--- src/rtl/vend_pkg.sv ---
// Shared types and helpers for the parametrised vending controller.
//   state_e         : controller state encoding (IDLE..CHANGE)
//   clog2_w()       : select-field width, never narrower than 1 bit
//   DEF_CHANGE_UNIT : default value of one ejected change coin
package vend_pkg;

  localparam int unsigned STATE_W         = 3;
  localparam int unsigned DEF_CHANGE_UNIT = 5;

  typedef enum logic [STATE_W-1:0] {
    ST_IDLE   = 3'd0,
    ST_ACCEPT = 3'd1,
    ST_CHECK  = 3'd2,
    ST_VEND   = 3'd3,
    ST_CHANGE = 3'd4
  } state_e;

  // Width of an index selecting one of n entries (minimum 1 bit).
  function automatic int unsigned clog2_w(input int unsigned n);
    return (n <= 1) ? 1 : $clog2(n);
  endfunction

endpackage

--- src/rtl/vend_fsm_param_if.sv ---
// Coin/keypad request side and dispense/display status side of the controller.
//   master : input sync layer + display/dispense drivers (drive requests, observe status)
//   slave  : vend_fsm_param (consume requests, drive registered status/pulses)
interface vend_fsm_param_if
  import vend_pkg::*;
#(
  parameter int unsigned CREDIT_W = 8,
  parameter int unsigned N_COIN   = 4,
  parameter int unsigned N_PROD   = 8
);
  localparam int unsigned COIN_SEL_W = clog2_w(N_COIN);
  localparam int unsigned PROD_SEL_W = clog2_w(N_PROD);

  logic                         coin;
  logic [COIN_SEL_W-1:0]        coin_sel;
  logic [N_COIN*CREDIT_W-1:0]   coin_val_tbl;
  logic                         check;
  logic [PROD_SEL_W-1:0]        prod_sel;
  logic [N_PROD*CREDIT_W-1:0]   price_tbl;
  logic                         cancel;
  logic [STATE_W-1:0]           state;
  logic [CREDIT_W-1:0]          credit;
  logic                         dispense;
  logic [PROD_SEL_W-1:0]        dispense_id;
  logic                         change_pulse;
  logic                         deny;
  logic                         overflow;

  modport master (
    output coin, coin_sel, coin_val_tbl, check, prod_sel, price_tbl, cancel,
    input  state, credit, dispense, dispense_id, change_pulse, deny, overflow
  );

  modport slave (
    input  coin, coin_sel, coin_val_tbl, check, prod_sel, price_tbl, cancel,
    output state, credit, dispense, dispense_id, change_pulse, deny, overflow
  );

endinterface

--- src/rtl/vend_timeout_ctr.sv ---
// Idle-cycle counter for the ACCEPT state.
//   clk, rst : clock, asynchronous active-high reset
//   i_clr    : synchronous clear (wins over i_en)
//   i_en     : count one idle cycle
//   o_tc_c   : combinational terminal count, high while count == TIMEOUT-1
module vend_timeout_ctr
  import vend_pkg::*;
#(
  parameter int unsigned TIMEOUT = 255
) (
  input  logic clk,
  input  logic rst,
  input  logic i_clr,
  input  logic i_en,
  output logic o_tc_c
);
  localparam int unsigned CNT_W = clog2_w(TIMEOUT);

  logic [CNT_W-1:0] r_cnt;

  // Count register; never runs past TIMEOUT-1 because the FSM clears on expiry.
  always_ff @(posedge clk or posedge rst) begin
    if (rst)        r_cnt <= '0;
    else if (i_clr) r_cnt <= '0;
    else if (i_en)  r_cnt <= r_cnt + CNT_W'(1);
  end

  assign o_tc_c = (r_cnt == CNT_W'(TIMEOUT - 1));

endmodule

--- src/rtl/vend_fsm_param.sv ---
// Parametrised vending controller: accumulates coin credit, checks it against a
// per-product price, dispenses, and pays change one CHANGE_UNIT coin per cycle.
//   clk, rst : clock, asynchronous active-high reset
//   bus      : slave side of vend_fsm_param_if (coin/check/cancel requests in,
//              registered state/credit/dispense/change/deny/overflow out)
module vend_fsm_param
  import vend_pkg::*;
#(
  parameter int unsigned CREDIT_W    = 8,
  parameter int unsigned N_COIN      = 4,
  parameter int unsigned N_PROD      = 8,
  parameter int unsigned TIMEOUT     = 255,
  parameter int unsigned CHANGE_UNIT = DEF_CHANGE_UNIT
) (
  input  logic           clk,
  input  logic           rst,
  vend_fsm_param_if.slave bus
);
  localparam int unsigned PROD_SEL_W = clog2_w(N_PROD);
  localparam logic [CREDIT_W-1:0] UNIT = CREDIT_W'(CHANGE_UNIT);

  state_e                r_state,        w_state_n;
  logic [CREDIT_W-1:0]   r_credit,       w_credit_n;
  logic                  r_dispense,     w_dispense_n;
  logic [PROD_SEL_W-1:0] r_dispense_id,  w_dispense_id_n;
  logic                  r_change_pulse, w_change_pulse_n;
  logic                  r_deny,         w_deny_n;
  logic                  r_overflow,     w_overflow_n;

  logic [CREDIT_W-1:0]   w_coin_val;
  logic [CREDIT_W-1:0]   w_price;
  logic [CREDIT_W:0]     w_sum;
  logic                  w_tmr_clr;
  logic                  w_tmr_en;
  logic                  w_tmr_tc;

  assign w_coin_val = bus.coin_val_tbl[32'(bus.coin_sel) * CREDIT_W +: CREDIT_W];
  assign w_price    = bus.price_tbl[32'(r_dispense_id) * CREDIT_W +: CREDIT_W];
  // Carry bit flags a coin that would wrap the credit register.
  assign w_sum      = {1'b0, r_credit} + {1'b0, w_coin_val};

  vend_timeout_ctr #(.TIMEOUT(TIMEOUT)) u_timeout (
    .clk    (clk),
    .rst    (rst),
    .i_clr  (w_tmr_clr),
    .i_en   (w_tmr_en),
    .o_tc_c (w_tmr_tc)
  );

  // State and registered outputs.
  always_ff @(posedge clk or posedge rst) begin
    if (rst) begin
      r_state        <= ST_IDLE;
      r_credit       <= '0;
      r_dispense     <= 1'b0;
      r_dispense_id  <= '0;
      r_change_pulse <= 1'b0;
      r_deny         <= 1'b0;
      r_overflow     <= 1'b0;
    end else begin
      r_state        <= w_state_n;
      r_credit       <= w_credit_n;
      r_dispense     <= w_dispense_n;
      r_dispense_id  <= w_dispense_id_n;
      r_change_pulse <= w_change_pulse_n;
      r_deny         <= w_deny_n;
      r_overflow     <= w_overflow_n;
    end
  end

  // Next state and next output values; pulses default low each cycle.
  always_comb begin
    w_state_n        = r_state;
    w_credit_n       = r_credit;
    w_dispense_n     = 1'b0;
    w_dispense_id_n  = r_dispense_id;
    w_change_pulse_n = 1'b0;
    w_deny_n         = 1'b0;
    w_overflow_n     = 1'b0;
    w_tmr_clr        = 1'b1;
    w_tmr_en         = 1'b0;

    case (r_state)
      ST_IDLE: begin
        if (bus.coin) begin
          if (w_sum[CREDIT_W]) begin
            w_overflow_n = 1'b1;
          end else begin
            w_credit_n = w_sum[CREDIT_W-1:0];
            w_state_n  = ST_ACCEPT;
          end
        end
      end
      ST_ACCEPT: begin
        // cancel > check > coin; timeout only when the customer did nothing.
        if (bus.cancel) begin
          w_state_n = ST_CHANGE;
        end else if (bus.check) begin
          w_dispense_id_n = bus.prod_sel;
          w_state_n       = ST_CHECK;
        end else if (bus.coin) begin
          if (w_sum[CREDIT_W]) w_overflow_n = 1'b1;
          else                 w_credit_n   = w_sum[CREDIT_W-1:0];
        end else if (w_tmr_tc) begin
          w_state_n = ST_CHANGE;
        end else begin
          w_tmr_clr = 1'b0;
          w_tmr_en  = 1'b1;
        end
      end
      ST_CHECK: begin
        if (r_credit >= w_price) begin
          w_credit_n   = r_credit - w_price;
          w_dispense_n = 1'b1;
          w_state_n    = ST_VEND;
        end else begin
          w_deny_n  = 1'b1;
          w_state_n = ST_ACCEPT;
        end
      end
      ST_VEND: begin
        w_state_n = (r_credit != '0) ? ST_CHANGE : ST_IDLE;
      end
      ST_CHANGE: begin
        // Residual below one change coin is forfeited.
        if (r_credit >= UNIT) begin
          w_change_pulse_n = 1'b1;
          w_credit_n       = r_credit - UNIT;
        end else begin
          w_credit_n = '0;
          w_state_n  = ST_IDLE;
        end
      end
      default: begin
        w_credit_n = '0;
        w_state_n  = ST_IDLE;
      end
    endcase
  end

  assign bus.state        = r_state;
  assign bus.credit       = r_credit;
  assign bus.dispense     = r_dispense;
  assign bus.dispense_id  = r_dispense_id;
  assign bus.change_pulse = r_change_pulse;
  assign bus.deny         = r_deny;
  assign bus.overflow     = r_overflow;

endmodule

--- src/flat_wrapper.sv ---
// flat-port wrapper written by rule: the top's interface ports become plain ports
module vend_fsm_param_flat import vend_pkg::*;
#(
  parameter int unsigned CREDIT_W    = 8,
  parameter int unsigned N_COIN      = 4,
  parameter int unsigned N_PROD      = 8,
  parameter int unsigned TIMEOUT     = 255,
  parameter int unsigned CHANGE_UNIT = DEF_CHANGE_UNIT
)
  (clk, rst, bus_coin, bus_coin_sel, bus_coin_val_tbl, bus_check, bus_prod_sel, bus_price_tbl, bus_cancel, bus_state, bus_credit, bus_dispense, bus_dispense_id, bus_change_pulse, bus_deny, bus_overflow);
  vend_fsm_param_if #(.CREDIT_W(CREDIT_W), .N_COIN(N_COIN), .N_PROD(N_PROD)) bus_i ();
  input  logic clk;
  input  logic rst;
  input wire logic [$bits(bus_i.coin)-1:0] bus_coin;
  input wire logic [$bits(bus_i.coin_sel)-1:0] bus_coin_sel;
  input wire logic [$bits(bus_i.coin_val_tbl)-1:0] bus_coin_val_tbl;
  input wire logic [$bits(bus_i.check)-1:0] bus_check;
  input wire logic [$bits(bus_i.prod_sel)-1:0] bus_prod_sel;
  input wire logic [$bits(bus_i.price_tbl)-1:0] bus_price_tbl;
  input wire logic [$bits(bus_i.cancel)-1:0] bus_cancel;
  output wire logic [$bits(bus_i.state)-1:0] bus_state;
  output wire logic [$bits(bus_i.credit)-1:0] bus_credit;
  output wire logic [$bits(bus_i.dispense)-1:0] bus_dispense;
  output wire logic [$bits(bus_i.dispense_id)-1:0] bus_dispense_id;
  output wire logic [$bits(bus_i.change_pulse)-1:0] bus_change_pulse;
  output wire logic [$bits(bus_i.deny)-1:0] bus_deny;
  output wire logic [$bits(bus_i.overflow)-1:0] bus_overflow;
  assign bus_i.coin = bus_coin;
  assign bus_i.coin_sel = bus_coin_sel;
  assign bus_i.coin_val_tbl = bus_coin_val_tbl;
  assign bus_i.check = bus_check;
  assign bus_i.prod_sel = bus_prod_sel;
  assign bus_i.price_tbl = bus_price_tbl;
  assign bus_i.cancel = bus_cancel;
  assign bus_state = bus_i.state;
  assign bus_credit = bus_i.credit;
  assign bus_dispense = bus_i.dispense;
  assign bus_dispense_id = bus_i.dispense_id;
  assign bus_change_pulse = bus_i.change_pulse;
  assign bus_deny = bus_i.deny;
  assign bus_overflow = bus_i.overflow;
  vend_fsm_param #(.CREDIT_W(CREDIT_W), .N_COIN(N_COIN), .N_PROD(N_PROD), .TIMEOUT(TIMEOUT), .CHANGE_UNIT(CHANGE_UNIT)) u_core (.clk(clk), .rst(rst), .bus(bus_i));
endmodule
--- config.mk ---
export PLATFORM = sky130hd
export DESIGN_NAME = vend_fsm_param_flat
export DESIGN_NICKNAME = d
export VERILOG_FILES = /design/src/rtl/vend_pkg.sv /design/src/rtl/vend_fsm_param_if.sv /design/src/rtl/vend_timeout_ctr.sv /design/src/rtl/vend_fsm_param.sv /design/src/flat_wrapper.sv
export SDC_FILE = /design/constraint.sdc
export NUM_CORES = 1
export LEC_CHECK = 0
export BUFFER_PORTS_ARGS = -buffer_cell sky130_fd_sc_hd__buf_2
export CAP_MARGIN = 5
export CORE_UTILIZATION = 35
export DETAILED_ROUTE_END_ITERATION = 16
export HOLD_SLACK_MARGIN = 0.02
export PLACE_DENSITY_LB_ADDON = 0.12
export SLEW_MARGIN = 10
export SYNTH_ARGS = -nofsm -noshare
export SYNTH_HDL_FRONTEND = slang
export SYNTH_SLANG_ARGS = --single-unit
export TNS_END_PERCENT = 1
--- constraint.sdc ---
create_clock -name clk -period 4.1 [get_ports clk]
set_clock_uncertainty 0.1 [all_clocks]
set_input_delay 0.205 -clock clk [delete_from_list [all_inputs] [get_ports clk]]
set_output_delay 0.205 -clock clk [all_outputs]
set_load 0.005 [all_outputs]
==> metrics.csv <==
metric,value,unit
yosysSeqAreaShare,23.7,%
grt_max_degree,27,
clock_latency,0.28,ns
num_rows,31,
async_reset_ff_share,100,%
drv_cap,0,
layout-area-overhead-vs-synth,28.2,%
outcome,completed,
wl_per_cell,15.4,um
n_antenna_cell,0,
grt_pass1_wl,12.1,mm
fmax,0.276,GHz
setup_tns,0,ns
setup.worst_path.end,u_core.bus.credit[2],
tritoncts,built,
worstPathRequired,4.18,ns
initial_core_util,37.1,%
dieArea,0.00822,mm^2
p_leak,0.00165,uW
irDropWorstVdd,0.313,mV
cts.sinks,26,
clockRootBuffer,clkbuf_8,
worstMarginPinSlew,1.07,ns
maxSlewHeadroom,28.4,%
critPathMaxFanout,13,
syn_nets,389,
core_area,0.00741,mm^2
rsz0062_at_grt,false,
cts_resized,0,
worstSetupEndpointType,flip-flop,
pwr_density_cell,726,mW/mm^2
drtAntennaViolNets,0,
cts_inserted_buffers,3,
period_needed,3.62,ns
ctsHoldBuffers,0,
r2r-start,u_core.bus.dispense_id[0],
grt_antenna_before_repair,0,
synth_ff_type,dfrtp_1,
yosys_warnings,0,
r2r_cells,10,
htreeDepth,1,
synthesis.area,0.00275,mm^2
crit_type,reg2reg,
first_global_vias,2550,
dpl-instance-area,0.00345,mm^2
synth.distinct_cells,67,
min_path_type,in2reg,
clk_pin_slew,0.10,ns
mostFrequentLayoutCell,buf_2,
final_layout_size_suffix_gt1_share,45.8,%
dr_total_vias,2524,
drt_first_iter_violations,66,
dp_hpwl,6.09,mm
io_pins,124,
syn_avg_cell_area,10.6,um^2
postCtsSetupBuffers,0,
rr_endpoint,u_core.bus.credit[2],
drv_slew,0,
final_nets,509,
mostFrequentLayoutCells,"buf_2 (123), dfrtp_1 (26), mux4_2 (24), nor2_1 (22), ha_1 (22)",
crit_path_start_kind,flip-flop,
avgViaCountPerCell,5.29,
synth_edf_count,0,
r2r_slack,0.48,ns
grt-ovfl-total,0,
io_buffer_count,123,
syn_inst,259,
place_congestion,0.825,
startpoint,u_core.bus.dispense_id[0],
clk_path_buf_depth,2,
fillCellCount,708,
drcViolationCount,0,
die_w,90.6,um
hold_violations,0,
critPathArrivalTime,3.70,ns
design_area,0.00352,mm^2
finalSetupViolCount,0,
fin_crit_sh,88.3,%
die_height,90.6,um
routed_wl,7.33,mm
grt_usage,18.0,%
synth-seq-cells,26,
first_pass_iters,4,
==> power by group <==
group          internal, uW  switching [uW]  total, uW  leakage (uW)
Clock                   131            92.5        223     0.0000357
Sequential              332             176        508      0.000340
Combinational           909             917       1830       0.00127
Total                  1370            1190       2560       0.00165
==> worst max-delay path: stages, from the launching register on <==
cell	delay, ns
dfrtp_1	0.52
buf_4	0.31
mux4_2	0.53
mux2i_1	0.18
ha_1	0.31
a21o_1	0.21
a21oi_2	0.19
a41oi_1	0.17
a41o_1	0.36
nor2_4	0.26
mux2_2	0.37
==> flip-flops by register name, indices dropped and copies added, names as in the netlist <==
register / count
u_core.bus.credit: 8
u_core.u_timeout.r_cnt: 8
u_core.bus.dispense_id: 3
u_core.bus.state: 3
u_core.bus.change_pulse: 1
u_core.bus.deny: 1
u_core.bus.dispense: 1
u_core.bus.overflow: 1
==> layout make-up <==
| cell class | instances | area (um^2) | share of cell area, % |
|---|---|---|---|
| clock inverters | 1 | 30.0 | 0.852 |
| repair buffers | 125 | 631 | 17.9 |
| well taps | 99 | 124 | 3.51 |
| multi-input cells | 212 | 2010 | 56.9 |
| inverters | 11 | 41.3 | 1.17 |
| flip-flops and latches | 26 | 651 | 18.5 |
| clock buffers | 3 | 41.3 | 1.17 |
==> synthesized netlist by cell type, types with 3 or more instances <==
cell type   n  area share (%)
o21a_1      3            0.82
a21oi_1     8             1.5
nand2_1     8             1.1
mux4_2     24              20
clkbuf_1    3            0.41
a211oi_1    6             1.6
o32ai_1     3            0.96
nand3_1     7             1.3
nor3_1      6             1.1
o2bb2ai_1   4             1.3
o21ai_0    13             2.4
buf_1       3            0.41
and3_1      3            0.68
mux2i_1     9             3.3
o22ai_1     3            0.68
nor2_1     22             3.0
ha_1       22              10
xor2_1     12             3.8
inv_1      10             1.4
dfrtp_1    26              24
nand2b_1    3            0.68
mux2_2      7             2.9
==> routing by layer <==
| layer | GRT usage, % | routed length (um) | vias to the layer above |
|---|---|---|---|
| met2 | 30.9 | 3670 | 62 |
| met3 | 2.95 | 347 | 2 |
| li1 | - | - | 1259 |
| met5 | 0 | 0 | - |
| met4 | 1.48 | 4 | 0 |
| met1 | 24.7 | 3320 | 1201 |
==> stage by stage <==
stage                     setup WS, ns  util [%]  hold WS (ns)  power [uW]  cells
final                            0.480      47.6        0.0458        2560    477
after global routing             0.241      47.6        0.0424        2780    477
after CTS                        0.433      47.6        0.0400        2570    477
after detailed placement         0.460      46.6         0.343        2340    473
after global placement           0.547      46.6         0.339        2330    473
after floorplan                  0.692         -         0.145        1890    259
==> worst min-delay path by stage <==
| stage | start | end | cells past startpoint |
|---|---|---|---|
| 3_3_place_gp | bus_prod_sel[2] | u_core.bus.dispense_id[2] | 2 |
| 3_5_place_dp | bus_prod_sel[1] | u_core.bus.dispense_id[1] | 2 |
| 6_report | bus_prod_sel[1] | u_core.bus.dispense_id[1] | 2 |
| 4_1_cts | bus_prod_sel[1] | u_core.bus.dispense_id[1] | 2 |
| 2_1_floorplan | rst | u_core.bus.change_pulse | 1 |
| 5_1_grt | bus_prod_sel[1] | u_core.bus.dispense_id[1] | 2 |
==> logic make-up (layout without fill, tap and decap cells) <==
| logic type | Yosys count | count (layout) | synth area share (%) |
|---|---|---|---|
| mux | 41 | 41 | 26.3 |
| buf+inv | 21 | 140 | 3.37 |
| flops | 26 | 26 | 23.7 |
| simple gates | 67 | 67 | 12.7 |
| fa+ha+maj | 24 | 24 | 11.5 |
| compound gates | 66 | 66 | 18.0 |
| xor+xnor | 14 | 14 | 4.46 |
Note: power is estimated with default switching activity, not from simulation.
